--- src/rtl/fir_filter_param.sv ---
// fir_filter_param: direct-form FIR filter with a run-time loadable coefficient bank.
// The tap count, the data and coefficient widths, an optional product pipeline stage
// and the output overflow mode (saturate or wrap) are all set by parameters.
// Coefficients use the Q1.(COEF_W-1) format, so the sum is shifted right by COEF_W-1.
//
// Valid-strobe semantics: a sample is accepted on any rising clk edge where vin=1 and
// clr=0. There is no ready signal. For every accepted sample, vout pulses for exactly
// one cycle, 1+PIPE cycles after the accept edge, and dout carries the result in that
// cycle. The consumer must take every strobe. dout holds its value while vout=0.
module fir_filter_param #(
  parameter int N_TAPS = 11,
  parameter int DATA_W = 9,
  parameter int COEF_W = 9,
  parameter int PIPE   = 1,
  parameter int SAT    = 1
) (
  input  logic                      clk,
  input  logic                      rst,
  input  logic                      clr,
  input  logic [DATA_W-1:0]         din,
  input  logic                      vin,
  input  logic                      coef_we,
  input  logic [$clog2(N_TAPS)-1:0] coef_addr,
  input  logic [COEF_W-1:0]         coef_data,
  output logic [DATA_W-1:0]         dout,
  output logic                      vout
);

  localparam int ADDR_W = $clog2(N_TAPS);
  localparam int LOG_W  = $clog2(N_TAPS);
  localparam int PROD_W = DATA_W + COEF_W;
  localparam int ACC_W  = PROD_W + LOG_W;

  // Output clamp limits, sign-extended to the accumulator width.
  localparam logic signed [ACC_W-1:0] SAT_MAX =
    {{(ACC_W-DATA_W+1){1'b0}}, {(DATA_W-1){1'b1}}};
  localparam logic signed [ACC_W-1:0] SAT_MIN =
    {{(ACC_W-DATA_W+1){1'b1}}, {(DATA_W-1){1'b0}}};

  // Coefficient bank b[0..N_TAPS-1].
  logic signed [COEF_W-1:0] b_q [0:N_TAPS-1];

  // Delay line x[1..N_TAPS-1]. x[0] is din itself, so no register is needed for it.
  logic signed [DATA_W-1:0] x_q [1:N_TAPS-1];

  // Tap inputs and products for the sample currently on din.
  logic signed [DATA_W-1:0] tap  [0:N_TAPS-1];
  logic signed [PROD_W-1:0] prod [0:N_TAPS-1];

  // Products feeding the adder tree: either live or registered, depending on PIPE.
  logic signed [PROD_W-1:0] sum_src [0:N_TAPS-1];
  logic                     out_en;

  logic signed [ACC_W-1:0]  acc;
  logic signed [ACC_W-1:0]  shifted;
  logic signed [DATA_W-1:0] y_next;

  logic accept;

  // Flush wins over a same-edge sample, so that sample is dropped.
  assign accept = vin & ~clr;

  // Coefficient bank writes. An address that matches no tap (>= N_TAPS) writes nothing.
  // A sample accepted on the same edge reads the old value, because this is a register.
  always_ff @(posedge clk or posedge rst) begin
    if (rst) begin
      for (int k = 0; k < N_TAPS; k++) b_q[k] <= '0;
    end else if (coef_we) begin
      for (int k = 0; k < N_TAPS; k++) begin
        if (coef_addr == ADDR_W'(k)) b_q[k] <= coef_data;
      end
    end
  end

  // The delay line shifts only on accepted samples. A gap in vin holds the history.
  always_ff @(posedge clk or posedge rst) begin
    if (rst) begin
      for (int k = 1; k < N_TAPS; k++) x_q[k] <= '0;
    end else if (clr) begin
      for (int k = 1; k < N_TAPS; k++) x_q[k] <= '0;
    end else if (vin) begin
      x_q[1] <= din;
      for (int k = 2; k < N_TAPS; k++) x_q[k] <= x_q[k-1];
    end
  end

  // Collect the taps and form the full-precision signed products.
  always_comb begin
    tap[0] = din;
    for (int k = 1; k < N_TAPS; k++) tap[k] = x_q[k];
    for (int k = 0; k < N_TAPS; k++) begin
      prod[k] = {{COEF_W{tap[k][DATA_W-1]}}, tap[k]} *
                {{DATA_W{b_q[k][COEF_W-1]}}, b_q[k]};
    end
  end

  generate
    if (PIPE != 0) begin : g_pipe
      logic signed [PROD_W-1:0] prod_q [0:N_TAPS-1];
      logic                     vld_q;

      // Capture the products at accept time, so later coefficient writes cannot
      // affect a sample that is already in flight.
      always_ff @(posedge clk or posedge rst) begin
        if (rst) begin
          for (int k = 0; k < N_TAPS; k++) prod_q[k] <= '0;
          vld_q <= 1'b0;
        end else if (clr) begin
          for (int k = 0; k < N_TAPS; k++) prod_q[k] <= '0;
          vld_q <= 1'b0;
        end else begin
          vld_q <= vin;
          if (vin) begin
            for (int k = 0; k < N_TAPS; k++) prod_q[k] <= prod[k];
          end
        end
      end

      // The adder tree reads the registered products.
      always_comb begin
        for (int k = 0; k < N_TAPS; k++) sum_src[k] = prod_q[k];
        out_en = vld_q;
      end
    end else begin : g_nopipe
      // The adder tree reads the live products. The output register is the only stage.
      always_comb begin
        for (int k = 0; k < N_TAPS; k++) sum_src[k] = prod[k];
        out_en = accept;
      end
    end
  endgenerate

  // Accumulate the products. The accumulator is wide enough that it can never overflow.
  always_comb begin
    acc = '0;
    for (int k = 0; k < N_TAPS; k++) begin
      acc = acc + {{LOG_W{sum_src[k][PROD_W-1]}}, sum_src[k]};
    end
  end

  // Rescale from Q1.(COEF_W-1) with a flooring arithmetic shift, then clamp or wrap.
  always_comb begin
    shifted = acc >>> (COEF_W-1);
    y_next  = shifted[DATA_W-1:0];
    if (SAT != 0) begin
      if (shifted > SAT_MAX)      y_next = SAT_MAX[DATA_W-1:0];
      else if (shifted < SAT_MIN) y_next = SAT_MIN[DATA_W-1:0];
    end
  end

  // Output register. vout strobes once per sample. dout changes only on a strobe.
  always_ff @(posedge clk or posedge rst) begin
    if (rst) begin
      dout <= '0;
      vout <= 1'b0;
    end else if (clr) begin
      vout <= 1'b0;
    end else begin
      vout <= out_en;
      if (out_en) dout <= y_next;
    end
  end

endmodule

--- config.mk ---
export PLATFORM = sky130hd
export DESIGN_NAME = fir_filter_param
export DESIGN_NICKNAME = d
export VERILOG_FILES = /design/src/rtl/fir_filter_param.sv
export SDC_FILE = /design/constraint.sdc
export NUM_CORES = 2
export LEC_CHECK = 0
export BUFFER_PORTS_ARGS = -buffer_cell sky130_fd_sc_hd__buf_2
export CAP_MARGIN = 25
export CORE_MARGIN = 4
export CORE_UTILIZATION = 35
export DETAILED_ROUTE_END_ITERATION = 10
export HOLD_SLACK_MARGIN = 0.06
export PLACE_DENSITY_LB_ADDON = 0.25
export SLEW_MARGIN = 40
export SYNTH_ARGS = -nofsm -noshare
export SYNTH_HDL_FRONTEND = slang
export SYNTH_SLANG_ARGS = --single-unit
--- constraint.sdc ---
create_clock -name clk -period 18.2 [get_ports clk]
set_input_delay 0.91 -clock clk [delete_from_list [all_inputs] [get_ports clk]]
set_output_delay 0.91 -clock clk [all_outputs]
set_load 0.02 [all_outputs]
# ---- Word-level counts from Yosys, hierarchy flattened
# Cells that the tools add are included.
dict set report classes {
  reduce_logical 14
  n_mul 11
  magnitude_cmp 2
  n_eq_ne 10
  n_bitwise 1
  muxes 8
  addsub 10
}
# operator n
set ops {}
lappend ops {{two-way mux 198 bit} 2}
lappend ops {{multiplier 9 x 9 -> 18 bit} 11}
lappend ops {{two-way mux 90 bit} 2}
lappend ops {{adder 22 bit} 6}
lappend ops {{AND reduction 2 bit} 12}
lappend ops {{adder 21 x 18 -> 22 bit} 1}
lappend ops {{adder 20 x 18 -> 21 bit} 1}
lappend ops {{adder 19 x 18 -> 20 bit} 1}
lappend ops {{adder 18 x 18 -> 19 bit} 1}
lappend ops {{two-way mux 9 bit} 2}
lappend ops {{== test 4 x 3 -> 1 bit, second input constant} 4}
lappend ops {{> comparator 14 x 9 -> 1 bit, second input constant} 1}
lappend ops {{less-than comparator 14 x 9 -> 1 bit, second input constant} 1}
lappend ops {{== test 4 bit, second input constant} 3}
lappend ops {{== test 4 x 2 -> 1 bit, second input constant} 2}
lappend ops {{== test 4 x 1 -> 1 bit, second input constant} 1}
lappend ops {{logical NOT 4 bit} 1}
lappend ops {{two-way mux 1 bit} 2}
lappend ops {{nonzero test 2 bit} 1}
lappend ops {{inverter 1 bit} 1}
dict set report word_totals {
  elab_cells 91
  out_inout_bits 10
  register_bits 398
  inputBits 27
}

# ---- Longest topological paths before layout
dict set report depth {
  depth_word 13
  ltp_mapped 22
  mapped_depth_nobuf 21
}

# ---- Worst setup path before layout
# OpenSTA, ideal clock, no wires.
dict set report synth_timing {
  kind {input to register}
  startpoint {in din[5]}
  endpoint {reg g_pipe.prod_q[197] in the netlist's numbering}
  path_buffers 1
  arrival_time_ns 5.319
  required_ns 18.084
  path_stages 21
  path_slack_ns 12.765
  setup_time_ns 0.116
  cell_sequence {clkbuf_1 > nand2_1 > fa_1 > fa_1 > inv_1 > ha_1 > inv_1 > fa_1 > inv_1 > ha_1 > ha_1 > inv_1 > fa_1 > nor2b_1 > o21ai_0 > a21oi_1 > o211ai_1 > a21oi_1 > nor3_1 > or4_1 > o311ai_0}
}
dict set report synth_between {
  elab_chain_cells 3
}
# item line
set synth_rtl {}
lappend synth_rtl {{start, declared} 20} ;# input logic [DATA_W-1:0] din,
lappend synth_rtl {{multiplier 9 x 9 -> 18 bit} 92} ;# prod[k] = {{COEF_W{tap[k][DATA_W-1]}}, tap[k]} *
lappend synth_rtl {{two-way mux 198 bit} 113} ;# if (vin) begin
lappend synth_rtl {{two-way mux 198 bit} 108} ;# end else if (clr) begin
lappend synth_rtl {{end, declared} 99} ;# logic signed [PROD_W-1:0] prod_q [0:N_TAPS-1];
# No other way between the ends. The select of a mux whose other input is x is not followed.
# A chain may end at the register's enable or synchronous reset.

# ---- Worst setup path in the final report
dict set report layout_timing {
  startpoint {reg b_q[63] in the netlist's numbering}
  endpoint {reg g_pipe.prod_q[143] in the netlist's numbering}
}
dict set report layout_between {
  elab_chain_cells 3
}
# item line
set layout_rtl {}
lappend layout_rtl {{start, declared} 41} ;# logic signed [COEF_W-1:0] b_q [0:N_TAPS-1];
lappend layout_rtl {{start signal, assigned by index} 70} ;# if (coef_addr == ADDR_W'(k)) b_q[k] <= coef_data;
lappend layout_rtl {{multiplier 9 x 9 -> 18 bit} 92}
lappend layout_rtl {{two-way mux 198 bit} 113}
lappend layout_rtl {{two-way mux 198 bit} 108}
# No other way between the ends. The select of a mux whose other input is x is not followed.

==> flow_metrics.py <==
metrics = {
    "yosys": {
        "syn_nets": 6851,
        "synth_mux_area_share_pct": 5.72,
        "synth_flop_cell": "dfrtp_1",
        "synth-seq-area-share_pct": 18.7,
        "ys_top_cells_by_area": "fa_1 (35%), dfrtp_1 (19%), ha_1 (10%)",
        "synth-compound-area-share_pct": 4.44,
        "synth_top_family_by_area": "adder cells",
        "synthAdderAreaFrac_pct": 45.5,
        "async_flop_share_pct": 100,
        "ys_warn_count": 0,
        "synth_area_leader_cell": "fa_1",
        "synth_edf_count": 0,
        "synth.distinct_cells": 59,
        "avgSynthCellArea_um2": 9.79,
        "synth-simple-area-share_pct": 13.3,
        "netlist_instances": 5447,
        "synth_xor_area_share_pct": 3.00,
        "synth_common_cells": "inv_1 (1089), fa_1 (936), nand2_1 (571), ha_1 (441), dfrtp_1 (398)",
        "syn-cell-area_mm2": 0.0534,
        "ys_ff_latch": 398,
        "synth.most_common_cell": "inv_1",
        "synth_top_area_share_pct": 35.1,
    },
    "power": {
        "p_sw_share_pct": 46.8,
        "p_clk_share_pct": 17.6,
        "p_leak_nw": 27.9,
        "intPower_mw": 3.59,
        "power_mw": 6.74,
        "ir_worst_vdd_v": 0.000251,
        "combPwrFrac_pct": 63.8,
        "power.density_mw_per_mm2": 117,
        "power_frac_seq_pct": 18.6,
        "switchingPower_mw": 3.15,
    },
    "placement": {
        "gp_congestion": 0.857,
        "dp_hpwl_um": 107000,
        "portBuffers": 36,
        "placed_cells": 7287,
    },
    "worst_setup_path": {
        "rr_startpoint": "b_q[63]",
        "cp-start-kind": "register",
        "reg2regPathDepth": 20,
        "path_depth": 20,
        "slowest_stage": "dfrtp_1",
        "cp_data_required_time_ns": 18.67,
        "critPathMaxStageDelay_ns": 0.64,
        "cp_max_fo": 10,
        "cp.arrival_ns": 6.24,
        "endpoint_kind": "register",
        "crit_family": "adder cells",
        "cp_cell_sequence": "nand2_1 > fa_1 > fa_1 > inv_1 > ha_1 > inv_1 > fa_1 > inv_1 > ha_1 > ha_1 > inv_1 > fa_1 > nor2b_1 > o21ai_0 > a21oi_1 > o211ai_1 > a21oi_1 > nor3_1 > or3_1 > a311oi_1",
        "cp.buffers_inverters": 4,
        "timing.rr.end": "g_pipe.prod_q[143]",
        "regToRegSetupSlack_ns": 12.43,
        "crit_type": "reg2reg",
    },
    "clock_tree": {
        "cts_setup_buffers": 0,
        "cts_root_buffer": "clkbuf_16",
        "cts_tree": "built",
        "hold_buffers": 0,
        "clk_latency_ns": 0.65,
        "cts.repair.resized": 0,
        "cts_buffers": 53,
        "clockBufferDepth": 3,
        "cts.clk_slew.worst_paths_ns": 0.06,
        "clock_sinks": 398,
        "htreeDepth": 2,
    },
    "timing": {
        "fin_skew_ns": 0.0248,
        "drv_slew": 0,
        "setup_violations": 0,
        "period_share_pct": 31.7,
        "slew_headroom_pct": 44.6,
        "tns_ns": 0,
        "grt_setup_unrepaired": "no",
        "worst_pin_slew_ns": 0.826,
        "max_freq_mhz": 173,
        "hold_viol": 0,
        "layout_min_cycle_time_ns": 5.77,
    },
    "global_route": {
        "grt_max_degree": 154,
        "grt_pass1_vias": 38213,
        "antenna_found_initial": 9,
        "grt_overflow": 0,
        "grt_pass1_wl_um": 223000,
        "track_usage_pct": 18.0,
    },
    "route": {
        "drc": 0,
        "wl_per_cell_um": 18.5,
        "totalWireLength_um": 137000,
        "first_iter_violations": 1939,
        "viasPerCell": 4.79,
        "vias": 35361,
        "firstDrtPassIters": 6,
        "detail-route-antenna-nets": 0,
    },
    "worst_hold_path": {
        "hold_path.class": "in2async",
    },
    "die": {
        "die_h_um": 398,
        "ios": 37,
        "core_mm2": 0.152,
        "start_util_pct": 35.2,
        "rows": 143,
        "fp.dieW_um": 398,
        "die_area_mm2": 0.159,
    },
    "finish": {
        "drive_above_1_share_pct": 5.15,
        "syn2layout_area_growth_pct": 7.58,
        "finalNonFillerCells": 7387,
        "fin_nets": 6717,
    },
    "job": {
        "drv_cap": 0,
    },
    "run_status": {
        "status": "completed",
    },
}
==> layer usage <==
layer / GRT usage (%) / vias to the layer above / wire, um
li1: - / 16387 / -
met1: 25.9 / 18264 / 64500
met2: 28.9 / 589 / 62700
met3: 2.84 / 117 / 7040
met4: 3.42 / 4 / 2520
met5: 0 / - / 33
==> cells by family (layout without fill, tap and decap cells) <==
kind of cell | Yosys count | after routing
DFF | 398 | 398
and+or+nand+nor | 1490 | 1490
xor gates and xnor gates | 183 | 183
other | 0 | 2
muxes | 293 | 293
AOI/OAI and AO/OA | 373 | 373
adders and majority gates | 1377 | 1377
buffers and inverters | 1333 | 1241
==> final cells by class <==
cell class / instances / area (um^2)
Inverter: 1089 / 4100
Clock buffer: 73 / 1560
Tap cell: 2030 / 2540
Multi-Input combinational cell: 3716 / 38400
Clock inverter: 24 / 398
Sequential cell: 398 / 9960
Antenna cell: 2 / 5.00
Fill cell: 15269 / 94300
Timing Repair Buffer: 55 / 425
==> worst register-to-register path, stage by stage, from the launching register on <==
cell and delay (ns):
dfrtp_1 0.64, nand2_1 0.17, fa_1 0.52, fa_1 0.51
inv_1 0.04, ha_1 0.27, inv_1 0.05, fa_1 0.47
inv_1 0.04, ha_1 0.26, ha_1 0.16, inv_1 0.07
fa_1 0.46, nor2b_1 0.13, o21ai_0 0.11, a21oi_1 0.28
o211ai_1 0.16, a21oi_1 0.22, nor3_1 0.10, or3_1 0.39
a311oi_1 0.54
==> worst max-delay path by stage <==
stage,startpoint,slack (ns),to
finish,b_q[63],12.43,g_pipe.prod_q[143]
global route,g_pipe.prod_q[58],12.15,dout[0]
CTS,g_pipe.prod_q[58],12.43,dout[6]
detailed placement,g_pipe.prod_q[58],12.46,dout[4]
global placement,g_pipe.prod_q[58],12.26,dout[6]
floorplan,rst,6.22,b_q[0]
==> sequential cells by signal, indices dropped and copies added (netlist names) <==
register       cells
g_pipe.prod_q    198
tap               90
dout               9
b_q               99
g_pipe.vld_q       1
vout               1
==> power by group through the flow <==
stage / Sequential (mW) / Combinational (mW) / Clock [mW]
after global placement: 1.27 / 4.22 / 0
after floorplan: 1.11 / 3.26 / 0
after detailed placement: 1.27 / 4.28 / 0
after CTS: 1.25 / 4.32 / 1.22
after global routing: 1.28 / 4.85 / 1.25
final: 1.25 / 4.30 / 1.19
==> per-stage QoR <==
stage	utilization, %	hold slack, ns	setup WS (ns)	area (um^2)
floorplan	-	0.470	6.22	53400
CTS	37.8	0.302	12.43	57400
detailed placement	36.5	0.495	12.46	55400
global placement	36.5	0.490	12.26	55300
finish	37.8	0.295	12.43	57400
global route	37.8	0.312	12.15	57400
==> cell usage in the layout, fill, tap and decap left out, types with 17 or more instances in the layout <==
cell type	netlist	layout
clkbuf_16	0	55
fa_1	936	936
ha_1	441	441
xnor2_1	142	142
nand2_1	571	571
nand3b_1	24	24
and2_1	325	325
nand3_1	53	53
nor2_1	279	275
buf_2	0	33
o211ai_1	17	17
inv_1	1089	1086
xor2_1	41	41
or3_1	40	40
nand2b_1	98	98
mux2_2	95	95
nor3_1	52	52
a21o_1	26	26
a211oi_1	20	20
mux2i_1	198	198
a21oi_1	119	119
o21ai_0	87	87
dfrtp_1	398	398
No activity file was read; power rests on OpenSTA's default activity.
